===== config.mk =====
export PLATFORM = sky130hd
export DESIGN_NAME = simon_round_sequencer
export DESIGN_NICKNAME = d
export VERILOG_FILES = /design/src/rtl/simon_round_sequencer.sv
export SDC_FILE = /design/constraint.sdc
export NUM_CORES = 1
export LEC_CHECK = 0
export BUFFER_PORTS_ARGS = -buffer_cell sky130_fd_sc_hd__buf_2
export CAP_MARGIN = 0
export CORE_AREA = 2 2 257 259
export CTS_CLUSTER_SIZE = 16
export DETAILED_ROUTE_END_ITERATION = 10
export DIE_AREA = 0 0 259 261
export PLACE_DENSITY = 0.45
export SETUP_SLACK_MARGIN = 0.3
export SLEW_MARGIN = 20
export SYNTH_ARGS = -nofsm -noshare
export SYNTH_HDL_FRONTEND = slang
export SYNTH_SLANG_ARGS = --single-unit

===== constraint.sdc =====
create_clock -name clock -period 1.4 [get_ports clock]
set_input_delay 0.21 -clock clock [delete_from_list [all_inputs] [get_ports clock]]
set_output_delay 0.21 -clock clock [all_outputs]
set_load 0.03 [all_outputs]

===== src/rtl/simon_round_sequencer.sv =====
// simon_round_sequencer
//
// Runs one full SIMON block operation on the shared single-round unit.
// A block is accepted over io_iValid/io_iReady. Its mode and direction are
// latched, and rounds are issued one at a time. Each round result is fed
// back as the next round input, and the final block is presented on
// io_oValid/io_oReady.
//
// Ports
//   clock, reset          rising-edge clock, synchronous active-high reset
//   io_mode               0 = 64/128 (32-bit words), 1 = 128/128 (64-bit words)
//   io_encDec             1 = encrypt, 0 = decrypt
//   io_block1In/2In       input words x / y
//   io_iValid/io_iReady   input handshake
//   io_block1Out/2Out     result words x / y
//   io_oValid/io_oReady   output handshake
//   io_err                sticky abort flag, cleared by the next accept
//   io_expValid           expanded key bank valid
//   io_keyIdx/io_keyData  round-key index into the bank / combinational key word
//   r_*                   connections to the SimonRound datapath
//
// Optional feature macro: SIMON_SEQ_DECRYPT_EN
//   defined   : decrypt runs with the reverse key order and r_encDec = 0
//   undefined : every request runs as encrypt; r_encDec is tied to 1
//
// state | meaning
// IDLE  | waiting for a block; io_iReady follows io_expValid
// ISSUE | one-cycle r_iValid pulse carrying the working words and round key
// WAIT  | waiting for r_oValid from the round unit
// DONE  | result held on io_block*Out until io_oReady
module simon_round_sequencer (
    input  logic        clock,
    input  logic        reset,
    input  logic        io_mode,
    input  logic        io_encDec,
    input  logic [63:0] io_block1In,
    input  logic [63:0] io_block2In,
    input  logic        io_iValid,
    output logic        io_iReady,
    output logic [63:0] io_block1Out,
    output logic [63:0] io_block2Out,
    output logic        io_oValid,
    input  logic        io_oReady,
    output logic        io_err,
    input  logic        io_expValid,
    output logic [6:0]  io_keyIdx,
    input  logic [63:0] io_keyData,
    output logic [63:0] r_block1,
    output logic [63:0] r_block2,
    output logic [63:0] r_roundKey,
    output logic        r_encDec,
    output logic        r_mode,
    output logic        r_iValid,
    input  logic        r_oValid,
    input  logic [63:0] r_block1Out,
    input  logic [63:0] r_block2Out
);

    localparam logic       MODE_64_128    = 1'b0;
    localparam logic [6:0] ROUNDS_64_128  = 7'd44;
    localparam logic [6:0] ROUNDS_128_128 = 7'd68;

    typedef enum logic [1:0] {
        IDLE  = 2'd0,
        ISSUE = 2'd1,
        WAIT  = 2'd2,
        DONE  = 2'd3
    } state_t;

    state_t      state_q, state_d;
    logic [6:0]  cnt_q;
    logic [6:0]  idx_q;
    logic [63:0] blk1_q, blk2_q;
    logic        mode_q;
    logic        err_q;

    logic        accept;
    logic        abort;
    logic        capture;
    logic [6:0]  rounds_sel;
    logic [63:0] in_mask;
    logic [6:0]  idx_start;
    logic [6:0]  idx_next;

    assign accept  = (state_q == IDLE) & io_iValid & io_expValid;
    // Losing the key bank mid-operation invalidates every remaining round key.
    assign abort   = ((state_q == ISSUE) | (state_q == WAIT)) & ~io_expValid;
    assign capture = (state_q == WAIT) & r_oValid & io_expValid;

    assign rounds_sel = (io_mode == MODE_64_128) ? ROUNDS_64_128 : ROUNDS_128_128;
    assign in_mask    = (io_mode == MODE_64_128) ? 64'h0000_0000_ffff_ffff : {64{1'b1}};

`ifdef SIMON_SEQ_DECRYPT_EN
    logic enc_q;

    assign idx_start = io_encDec ? 7'd0 : (rounds_sel - 7'd1);
    assign idx_next  = enc_q ? (idx_q + 7'd1) : (idx_q - 7'd1);
    assign r_encDec  = enc_q;

    always_ff @(posedge clock) begin
        if (reset) begin
            enc_q <= 1'b0;
        end else if (accept) begin
            enc_q <= io_encDec;
        end
    end
`else
    logic unused_enc_dec;

    assign unused_enc_dec = io_encDec;
    assign idx_start      = 7'd0;
    assign idx_next       = idx_q + 7'd1;
    assign r_encDec       = 1'b1;
`endif

    always_comb begin
        state_d    = state_q;
        io_iReady  = 1'b0;
        io_oValid  = 1'b0;
        r_iValid   = 1'b0;
        r_roundKey = '0;
        case (state_q)
            IDLE: begin
                io_iReady = io_expValid;
                if (accept) begin
                    state_d = ISSUE;
                end
            end
            ISSUE: begin
                // No round is launched with a key from an invalid bank.
                r_iValid   = io_expValid;
                r_roundKey = io_keyData;
                state_d    = abort ? IDLE : WAIT;
            end
            WAIT: begin
                if (abort) begin
                    state_d = IDLE;
                end else if (capture) begin
                    state_d = (cnt_q == 7'd1) ? DONE : ISSUE;
                end
            end
            DONE: begin
                io_oValid = 1'b1;
                if (io_oReady) begin
                    state_d = IDLE;
                end
            end
            default: state_d = IDLE;
        endcase
    end

    always_ff @(posedge clock) begin
        if (reset) begin
            state_q <= IDLE;
            cnt_q   <= '0;
            idx_q   <= '0;
            blk1_q  <= '0;
            blk2_q  <= '0;
            mode_q  <= 1'b0;
            err_q   <= 1'b0;
        end else begin
            state_q <= state_d;
            if (accept) begin
                mode_q <= io_mode;
                blk1_q <= io_block1In & in_mask;
                blk2_q <= io_block2In & in_mask;
                cnt_q  <= rounds_sel;
                idx_q  <= idx_start;
                err_q  <= 1'b0;
            end else if (abort) begin
                err_q <= 1'b1;
            end else if (capture) begin
                blk1_q <= r_block1Out;
                blk2_q <= r_block2Out;
                cnt_q  <= cnt_q - 7'd1;
                idx_q  <= idx_next;
            end
        end
    end

    assign io_block1Out = blk1_q;
    assign io_block2Out = blk2_q;
    assign io_err       = err_q;
    assign io_keyIdx    = idx_q;
    assign r_block1     = blk1_q;
    assign r_block2     = blk2_q;
    assign r_mode       = mode_q;

endmodule

==> flow_metrics.tcl <==
set metrics [dict create \
    status "finished, violations left" \
    violations "setup timing" \
    clk-insertion-delay-late_ns 0.47 \
    clock_sinks 146 \
    hold_viol_final 0 \
    post-dp-hpwl_um 29310 \
    start_kind "flop" \
    dp_slack_ns -0.2299 \
    htree_levels 4 \
    grt_max_degree 77 \
    rsz0062_at_grt "true" \
    crit_path_max_fanout 25 \
    postLayoutCoreUtil 0.2842 \
    hp-class "input pin to flop" \
    antenna_found_initial 0 \
    crit_path_top_delay_cell "dfxtp_4" \
    wl_per_cell_um 16.96 \
    setup_violations 213 \
    ir_drop_v 0.0007378 \
    finClkSkew_ns 0.007975 \
    async_flop_share 0 \
    synthCells 1033 \
    seqCellArea_um2 3049 \
    io_buffers 658 \
    ant_nets 0 \
    core_um2 65040 \
    tightest_slew_ns 0.6480 \
    maxSlewHeadroom 0.5680 \
    post-synth-top-area-fraction 0.3653 \
    track_usage 0.1199 \
    cpLargestDelayFamily "buffers and inverters" \
    worstSetupEndpointType "flop" \
    yosys_most_used_dff "dfxtp_1" \
    firstDrtPassIters 6 \
    p_total_mw 20.89 \
    start_util 0.1230 \
    critPathMaxStageDelay_ns 0.36 \
    fin_crit_sh 1.388 \
    drt_wl_total_um 47090 \
    ys_seq_area_frac 0.3653 \
    cp.required_ns 1.76 \
    root_buffer "clkbuf_16" \
    ys_ff_latch 146 \
    crit_buf_inv 6 \
    criticalPathCategory "flop to flop" \
    viasPerCell 3.961 \
    place_area_um2 12170 \
    layout-drive-gt1-share 0.6187 \
    yosysMostFrequentCell "nand2_1" \
    via_count 11000 \
    finalNetCount 2237 \
    yosys-top-cells-count "nand2_1, dfxtp_1, nor2_1" \
    die_x_um 259 \
    powerDensity_nw_per_um2 1130 \
    synth.largest_area_cell "dfxtp_1" \
    drtIter0Drc 675 \
    power.leakage_nw 8.214 \
    ys_warn_count 0 \
    drv_slew 0 \
    synth-edff-count 0 \
    syn_nets 1368 \
    netlist_area_um2 8001 \
    cts_buffers 17 \
    n_antenna_cell 0 \
    io_pins 661 \
    fin_crit_ns 1.943 \
    max_freq_mhz 514.7 \
    gp_congestion 1.045 \
    grt-ovfl-total 0 \
    first_global_vias 10350 \
    cts_tree "yes" \
    area_growth_pct 131.0 \
    syn_avg_cell_area_um2 7.746 \
    die_y_um 261 \
    drc 0 \
    fin_ws_ns -0.5430 \
    final_cell_area_um2 18490 \
    cp_data_arrival_time_ns 2.30 \
    rows 94 \
    max_cap_viol_count 0 \
    synth_area_leaders "dfxtp_1, a311oi_1, buf_4" \
    synth.distinct_cells 38 \
    num-fill-cells 6746 \
    multi_input_area_um2 4871 \
    grt_pass1_wl_um 60640 \
    worstPathCellList "inv_4 -> buf_4 -> buf_6 -> ha_4 -> buf_6 -> a22oi_2 -> nor2_4 -> buf_12 -> buf_4 -> a311oi_2" \
    clk_pin_slew_worst_paths_ns 0.07 \
    dieArea_um2 67600 \
    cts_max_path_buffers 2 \
]
[cell type report]
type,instances,area share
timing repair buffer,1069,0.4827
multi-input combinational,661,0.2635
sequential,146,0.1650
clock inverter,11,0.005009
tap,864,0.05848
clock buffer,18,0.02376
inverter,7,0.001557
[cells by family after synthesis]
kind of cell,share of synthesized area
AOI/OAI and AO/OA,0.1604
and+or+nand+nor,0.2712
xor gates and xnor gates,0.01095
DFF,0.3653
adders and majority gates,0.01095
other,0.0004687
buffers and inverters,0.1808
[through the flow]
step,setup TNS [ns],hold WS (ns),std cells
after global routing,-108.46,0.009150,2776
after CTS,-94.74,0.001861,2727
final,-92.84,0.05502,2776
after global placement,-23.56,0.4546,2440
after detailed placement,-27.99,0.4536,2440
after floorplan,-3.501,0.3679,1033
[metal layers]
| metal | vias up | part of all wire | track usage |
|---|---|---|---|
| li1 | 5158 | - | - |
| met1 | 5206 | 0.39 | 0.1331 |
| met2 | 547 | 0.50 | 0.2081 |
| met3 | 83 | 0.073 | 0.03823 |
| met4 | 2 | 0.036 | 0.05395 |
| met5 | - | 0.0020 | 0.01042 |
[path summary, 6_finish.rpt]
path,slack (ns),cells past startpoint,from,to
hold reg to reg,0.49,2,cnt_q[5]$_SDFFE_PP0P_,cnt_q[5]$_SDFFE_PP0P_
setup / recovery,-0.54,10,state_q[1]$_SDFFE_PP0P_,io_block2Out[62]$_SDFFE_PP0P_
hold / removal,0.06,3,io_block1In[38],io_block1Out[38]$_SDFFE_PP0P_
setup reg to reg,-0.54,10,state_q[1]$_SDFFE_PP0P_,io_block2Out[62]$_SDFFE_PP0P_
[sequential cells by signal, summed over array words and instances (netlist names)]
name,cells
io_block1Out,64
io_block2Out,64
cnt_q,7
io_keyIdx,7
state_q,2
io_err,1
r_mode,1
[layout by cell type (no fill, tap or decap), drive strengths merged, types with 7 or more instances in the layout]
cell type,count
clkinv,8
a21oi,8
dlygate4sd3,229
inv,7
buf,826
nand3,66
nor2,141
and2,66
clkbuf,32
nand2,205
dfxtp,146
a311oi,129
ha,7
[timing repair]
| item | 4_1_cts | 5_1_grt |
|---|---|---|
| hold endpoints to repair | 124 | 0 |
| hold buffers | 229 | 0 |
| pin swaps | 26 | 65 |
| setup endpoints to repair | 478 | 478 |
| buffers inserted | 17 | 35 |
| gates cloned | 12 | 14 |
| gates resized for setup | 196 | 509 |
[worst reg2reg max path, stage by stage, from the launching register on]
cell	delay [ns]
dfxtp_4	0.36
inv_4	0.03
buf_4	0.12
buf_6	0.11
ha_4	0.16
buf_6	0.11
a22oi_2	0.22
nor2_4	0.07
buf_12	0.17
buf_4	0.27
a311oi_2	0.23
[where the power goes]
group	internal (mW)	total [mW]	switching, mW	leakage, nW
Sequential	4.72	5.26	0.550	1.22
Combinational	5.12	11.1	5.99	6.73
Clock	2.44	4.52	2.08	0.263
Total	12.3	20.9	8.62	8.21
Note: power is estimated with default switching activity, not from simulation.
